`src/rtl/calc_controller.sv`:
```
// Calculator sequencer: collects two signed decimal operands from the keypad,
// launches one ALU operation per equals key and shows the operand or result being worked on.
module calc_controller (
  input  logic        clk,
  input  logic        nRST,
  input  logic        read_input,
  output logic        key_read,
  input  logic [3:0]  keypad_input,
  input  logic [2:0]  operator_input,
  input  logic        equal_input,
  output logic [15:0] alu_a,
  output logic [15:0] alu_b,
  output logic [2:0]  alu_op,
  output logic        alu_start,
  input  logic        alu_done,
  input  logic [15:0] alu_result,
  input  logic        alu_ovf,
  output logic [15:0] display_value,
  output logic        error
);

  typedef enum logic [2:0] {ENTRY_A, ENTRY_B, EXEC, WAIT_ALU, RESULT, ERROR} state_t;

  localparam logic [2:0] OP_NEG = 3'b001;
  localparam logic [2:0] OP_ADD = 3'b010;
  localparam logic [2:0] OP_SUB = 3'b011;
  localparam logic [2:0] OP_MUL = 3'b100;

  state_t             state, state_nx;
  logic signed [15:0] a, a_nx, b, b_nx;
  logic [2:0]         op, op_nx;
  logic               b_entered, b_entered_nx;
  logic               key_read_nx;
  logic [15:0]        alu_a_nx, alu_b_nx;
  logic [2:0]         alu_op_nx;
  logic               take_key, is_digit, is_oper, is_neg, is_binop;

  // Shift a decimal digit into a signed operand by magnitude; digits that would
  // push the magnitude past 32767 leave the operand untouched.
  function automatic logic signed [15:0] push_digit(input logic signed [15:0] v,
                                                    input logic [3:0] d);
    logic [16:0] mag;
    logic [20:0] acc;
    logic signed [15:0] res;
    mag = v[15] ? (~{1'b1, v} + 17'd1) : {1'b0, v};
    acc = {4'd0, mag} * 21'd10 + {17'd0, d};
    res = v;
    if (acc <= 21'd32767)
      res = v[15] ? -$signed(acc[15:0]) : $signed(acc[15:0]);
    return res;
  endfunction

  always_comb begin
    // NOTE: every combinational output gets a default first so no path leaves it unassigned (no latches).
    state_nx     = state;
    a_nx         = a;
    b_nx         = b;
    op_nx        = op;
    b_entered_nx = b_entered;
    alu_a_nx     = alu_a;
    alu_b_nx     = alu_b;
    alu_op_nx    = alu_op;

    take_key = (state inside {ENTRY_A, ENTRY_B, RESULT, ERROR}) && read_input && !key_read;
    is_digit = !equal_input && (operator_input == 3'b000);
    is_oper  = !equal_input && (operator_input != 3'b000);
    is_neg   = is_oper && (operator_input == OP_NEG);
    is_binop = is_oper && (operator_input inside {OP_ADD, OP_SUB, OP_MUL});

    // An open handshake always runs to completion, even across EXEC/WAIT_ALU.
    key_read_nx = key_read ? read_input : take_key;

    unique case (state)
      ENTRY_A, RESULT: if (take_key) begin
        if (is_digit)
          a_nx = (state == RESULT) ? $signed({12'd0, keypad_input}) : push_digit(a, keypad_input);
        else if (is_neg)
          a_nx = -a;
        else if (is_binop) begin
          op_nx        = operator_input;
          b_nx         = '0;
          b_entered_nx = 1'b0;
          state_nx     = ENTRY_B;
        end
        if (state == RESULT && is_digit)
          state_nx = ENTRY_A;
      end
      ENTRY_B: if (take_key) begin
        if (equal_input) begin
          alu_a_nx  = a;
          alu_b_nx  = b;
          alu_op_nx = op;
          state_nx  = EXEC;
        end else if (is_digit) begin
          b_nx         = push_digit(b, keypad_input);
          b_entered_nx = 1'b1;
        end else if (is_neg)
          b_nx = -b;
        else if (is_binop && !b_entered)
          op_nx = operator_input;
      end
      EXEC: state_nx = WAIT_ALU;
      WAIT_ALU: if (alu_done) begin
        if (alu_ovf)
          state_nx = ERROR;
        else begin
          a_nx     = alu_result;
          state_nx = RESULT;
        end
      end
      ERROR: if (take_key) begin
        a_nx         = '0;
        b_nx         = '0;
        b_entered_nx = 1'b0;
        state_nx     = ENTRY_A;
      end
      default: state_nx = ENTRY_A;
    endcase
  end

  always_ff @(posedge clk or negedge nRST) begin
    if (!nRST) begin
      state     <= ENTRY_A;
      a         <= '0;
      b         <= '0;
      op        <= '0;
      b_entered <= 1'b0;
      key_read  <= 1'b0;
      alu_a     <= '0;
      alu_b     <= '0;
      alu_op    <= '0;
    end else begin
      // NOTE: non-blocking assignments so every register samples pre-edge values.
      state     <= state_nx;
      a         <= a_nx;
      b         <= b_nx;
      op        <= op_nx;
      b_entered <= b_entered_nx;
      key_read  <= key_read_nx;
      alu_a     <= alu_a_nx;
      alu_b     <= alu_b_nx;
      alu_op    <= alu_op_nx;
    end
  end

  assign alu_start = (state == EXEC);
  assign error     = (state == ERROR);

  always_comb begin
    display_value = a;
    unique case (state)
      ENTRY_B: display_value = b_entered ? b : a;
      ERROR:   display_value = '0;
      default: display_value = a;
    endcase
  end

endmodule

```
`config.mk`:
```
export PLATFORM = sky130hd
export DESIGN_NAME = calc_controller
export DESIGN_NICKNAME = d
export VERILOG_FILES = /design/src/rtl/calc_controller.sv
export SDC_FILE = /design/constraint.sdc
export NUM_CORES = 1
export LEC_CHECK = 0
export ABC_CLOCK_PERIOD_IN_PS = 10000
export CORE_MARGIN = 8
export CORE_UTILIZATION = 55
export DETAILED_ROUTE_END_ITERATION = 8
export GPL_ROUTABILITY_DRIVEN = 0
export PLACE_DENSITY_LB_ADDON = 0.15
export SETUP_SLACK_MARGIN = 0.3
export SLEW_MARGIN = 20
export SYNTH_ARGS = -nofsm -noshare
export SYNTH_HDL_FRONTEND = slang
export SYNTH_SLANG_ARGS = --single-unit
```
`constraint.sdc`:
```
create_clock -name clk -period 10 [get_ports clk]
set_clock_uncertainty 0.2 [all_clocks]
set_input_delay 2 -clock clk [delete_from_list [all_inputs] [get_ports clk]]
set_output_delay 2 -clock clk [all_outputs]
set_load 0.05 [all_outputs]
```
-- Word level (Yosys, flattened, before mapping)
Index checks and enable logic that the tools add are counted.
- register bits after elaboration: 75
- input port bits: 29
- logic and storage cells: 135
- $add $sub $neg: 8
- multipliers: 2
- order comparisons: 2
- equality and inequality tests: 30
- multiplexer cells: 56
- bitwise gates (word level): 2
- reductions and logical operators: 26
- operators by type and width (kind ; number):
    $mux W16 ; 20
    $pmux W16 S3 ; 2
    $neg A16 Y16 ; 4
    $mux W3 ; 18
    $add A21 B4 Y21 ; 2
    $le A21 B15 Y1 const B ; 2
    $mul A17 B3 Y20 const B ; 2
    $add A17 B1 Y17 const B ; 2
    $mux W17 ; 2
    $not A17 Y17 ; 2
    $pmux W16 S2 ; 1
    $ne A2 B2 Y1 const B ; 12
    $reduce_and A10 Y1 ; 2
    $ne A3 B3 Y1 const B ; 5
    $pmux W3 S5 ; 1
    $eq A3 B2 Y1 const B ; 4
    $reduce_bool A3 Y1 ; 4
    $mux W1 ; 10
    $eq A3 B3 Y1 const B ; 3
    $reduce_and A9 Y1 ; 1
    $logic_and A1 B1 Y1 ; 8
    $reduce_and A8 Y1 ; 1
    $reduce_and A7 Y1 ; 1
    $eq A3 B1 Y1 const B ; 2
    other kinds (11) ; 15

-- Depth between registers and ports, before layout
- word-level depth: 12
- mapped depth: 24
- mapped depth without buffers: 21

-- Worst setup path after synthesis
Ideal clock, no wire load.
- path type: reg-to-reg
- start point: register b[2]
- end point: register b[10]
- setup time: 0.083 ns
- arrival time: 5.506 ns
- setup slack: 4.211 ns
- cell stages (with the launch flop): 23
- period minus slack after synthesis: 5.789 ns
- cells stage by stage: dfrtp_1 -> clkbuf_1 -> or3_1 -> or3_1 -> or3_1 -> or3_1 -> nand2_1 -> xnor2_1 -> ha_1 -> ha_1 -> buf_2 -> or3b_1 -> o211ai_1 -> a311oi_2 -> or3_4 -> nor3_2 -> xnor3_1 -> nor4bb_1 -> o31a_1 -> or3_1 -> clkbuf_1 -> buf_2 -> o22ai_1
- cells in the longest elaborated chain, start to end: 12
- ends and longest elaborated chain (element ; line ; RTL):
    start, declared ; 30 ; logic signed [15:0] a, a_nx, b, b_nx;
    start signal, assigned ; 136 ; b <= b_nx;
    $not A17 Y17 ; 45 ; mag = v[15] ? (~{1'b1, v} + 17'd1) : {1'b0, v};
    $add A17 B1 Y17 ; 45 ;
    $mux W17 ; 45 ;
    $mul A17 B3 Y20 ; 46 ; acc = {4'd0, mag} * 21'd10 + {17'd0, d};
    $add A21 B4 Y21 ; 46 ;
    $neg A16 Y16 ; 49 ; res = v[15] ? -$signed(acc[15:0]) : $signed(acc[15:0]);
    $mux W16 ; 49 ;
    $mux W16 ; 48 ; if (acc <= 21'd32767)
    $mux W16 ; 94 ; end else if (is_digit) begin
    $mux W16 ; 89 ; if (equal_input) begin
    $mux W16 ; 88 ; ENTRY_B: if (take_key) begin
    $pmux W16 S3 ; 73 ; unique case (state)
Several ways; a longest one is shown, not always the timed one. The select of a mux whose other input is x is not followed.
A chain may end at the register's enable or synchronous reset.

-- Worst setup path in the final report
- start point: register b[2]
- end point: register b[0]
- cells in the longest elaborated chain, start to end: 8
- ends and longest elaborated chain (element ; line):
    $not A17 Y17 ; 45
    $add A17 B1 Y17 ; 45
    $mux W17 * ; 45
    $mul A17 B3 Y20 * ; 46
    $add A21 B4 Y21 * ; 46
    $le A21 B15 Y1 * ; 48
    $ne A3 B2 Y1 (no line) * ; -
    $reduce_and A10 Y1 (no line) * ; -
Mark *: on every way between the ends. The rest lies on a longest branch, timed or not.

==> flow_metrics.tcl <==
set metrics [dict create \
    fin_crit_sh 0.661 \
    clk_pin_slew_ns 0.06 \
    syn_area_per_cell_sq_um 8.29 \
    wl_per_cell_um 19.5 \
    cts-buffers-inserted 9 \
    max_freq_ghz 0.151 \
    status "finished, final reports clean" \
    cts_root_buf "clkbuf_16" \
    cts_hold_buf 0 \
    cp_slowest_cell "or3_1" \
    grt_pass1_vias 7315 \
    grt_max_degree 76 \
    hpwl_um 18000 \
    ys_types 80 \
    finalNetCount 1125 \
    synth_seq_cells 75 \
    io_pins 83 \
    cts_tree "done" \
    grt_usage 0.249 \
    path_cells "or3_1 > or3_1 > or3_1 > or3_1 > nand2_1 > xnor2_1 > ha_1 > ha_1 > or3b_1 > o211ai_1 > a311oi_2 > or3_4 > nor3_2 > xnor3_1 > nor4bb_1 > o31a_1 > or3_1 > o32ai_1" \
    core_sq_mm 0.0145 \
    slew_headroom 0.339 \
    clk_path_buf_depth 2 \
    antenna_cells 0 \
    cp_num_buf_inv 0 \
    slew_violations 0 \
    critPathLaunchType "flip-flop" \
    worst-path-stages 18 \
    clock-sinks 75 \
    cp-end-kind "flip-flop" \
    grt_overflow 0 \
    totalNegativeSetupSlack_ns 0 \
    synthFlopType "dfrtp_1" \
    cp_common_cell "or3_1" \
    cap_violations 0 \
    hold_violations 0 \
    synthTopCellsByArea "dfrtp_1 (23%), ha_1 (10%), xnor2_1 (7.7%), mux2_2 (5.5%), nand2_1 (3.8%)" \
    worst_path_largest_cell_delay_ns 0.62 \
    drc 0 \
    synthArstFlopShare 1.00 \
    grt_pass1_wl_um 38000 \
    hold_path.class "flip-flop to flip-flop" \
    portBuffers 82 \
    r2r_cells 18 \
    fp.dieH_um 138 \
    synth_edf_count 0 \
    synth-seq-area-share 0.230 \
    dr.first_iter.drc_count 586 \
    cts_setup_buffers 0 \
    initial_utilization 0.562 \
    die_area_sq_mm 0.0190 \
    cts_resized 0 \
    yosys-top-cells-count "nand2_1 (83), dfrtp_1 (75), xnor2_1 (72), ha_1 (68), o21ai_0 (56)" \
    ctsHtreeMaxLevel 3 \
    syn_to_final_growth_pct 15.0 \
    critical-path-top-delay-family "simple AND/OR/NAND/NOR gates" \
    worstMarginPinSlew_ns 0.984 \
    fin_crit_ns 6.61 \
    insertion_delay_ns 0.34 \
    critical_path_class "flip-flop to flip-flop" \
    synth_largest_area_cell "dfrtp_1" \
    synth_area_sq_mm 0.00816 \
    ant_nets 0 \
    fp-row-count 44 \
    whs_path_depth 1 \
    drive_gt1_frac 0.0768 \
    synth_cells 985 \
    cp_data_required_time_ns 10.03 \
    avgViaCountPerCell 6.36 \
    wirelength_um 23600 \
    rsz0062_at_grt "false" \
    yosys_warnings 0 \
    dr.pass1.iters 6 \
    yosys.cell_count.top_type "nand2_1" \
    antenna_found_initial 0 \
    worstPathMaxFanout 14 \
    die_w_um 138 \
    finalSetupViolCount 0 \
    synth_top_area_frac 0.230 \
    worstPathArrival_ns 6.65 \
    via_count 7710 \
]
==> cells in the final DEF, fill, tap and decap left out, drive strengths merged, types with 9 or more instances in the layout <==
cell type,instances
nand2,83
clkdlybuf4s50,81
dfrtp,75
xnor2,72
ha,68
o21ai,59
nor2,50
nor3,48
a21oi,44
mux2,40
xor2,33
inv,33
a22o,26
or3,26
nand3,21
nor2b,18
nand2b,16
o22ai,15
a211oi,14
o31ai,11
o211ai,10
o21a,9
clkbuf,9
nor4,9
==> logic make-up (layout without fill, tap and decap cells) <==
logic type,Yosys count,in the layout,synth area share
AOI/OAI and AO/OA,263,263,0.224
xor gates and xnor gates,106,106,0.115
adders and majority gates,72,72,0.114
buffers and inverters,92,135,0.0426
DFF,75,75,0.230
muxes,45,45,0.0613
other,1,2,0.000459
and+or+nand+nor,331,331,0.212
==> layer usage <==
metal  up-vias  global-route usage  wire, um
met5         -                   0         0
met1      3691               0.321     10100
li1       3725                   -         -
met3        45              0.0306      1250
met4         0              0.0872       659
met2       249               0.421     11600
==> layout make-up <==
class	count	area, sq um
inverter	32	120
timing repair buffer	87	856
clock inverter	7	123
sequential	75	1880
clock buffer	9	225
multi-input combinational	819	5960
tap	184	230
fill	1295	5140
==> through the flow <==
stage | setup WS, ns | hold slack [ns] | utilization | cell area (sq um) | instances
after global placement | 3.55 | 0.289 | 0.622 | 9040 | 1197
after floorplan | 4.21 | 0.275 | - | 8170 | 986
final | 3.39 | 0.305 | 0.646 | 9390 | 1213
after global routing | 3.06 | 0.324 | 0.646 | 9390 | 1213
after detailed placement | 3.47 | 0.295 | 0.622 | 9040 | 1197
after CTS | 3.45 | 0.308 | 0.646 | 9390 | 1213
==> sequential cells by signal, indices dropped and copies added (netlist names) <==
signal / flops
a: 16
alu_a: 16
alu_b: 16
alu_op: 3
b: 16
b_entered: 1
key_read: 1
op: 3
state: 3
==> worst paths after layout <==
path	start	endpoint	slack [ns]
worst max-delay path	b[2]	b[0]	3.39
worst min-delay path	alu_b[3]	alu_b[3]	0.30
worst max register to register	b[2]	b[0]	3.39
worst min register to register	alu_b[3]	alu_b[3]	0.30
max in group asynchronous	nRST	b[12]	7.37
min in group asynchronous	nRST	a[10]	1.60
==> worst register-to-register path, stage by stage (launching register included) <==
cell and delay, ns:
dfrtp_1 0.47, or3_1 0.45, or3_1 0.39, or3_1 0.38, or3_1 0.38, nand2_1 0.10, xnor2_1 0.18, ha_1 0.29
ha_1 0.44, or3b_1 0.38, o211ai_1 0.12, a311oi_2 0.13, or3_4 0.42, nor3_2 0.19, xnor3_1 0.41, nor4bb_1 0.20
o31a_1 0.45, or3_1 0.63, o32ai_1 0.31
Power is not shown: default switching activity piles up to over one toggle a cycle in this logic, so the estimate is an artifact.
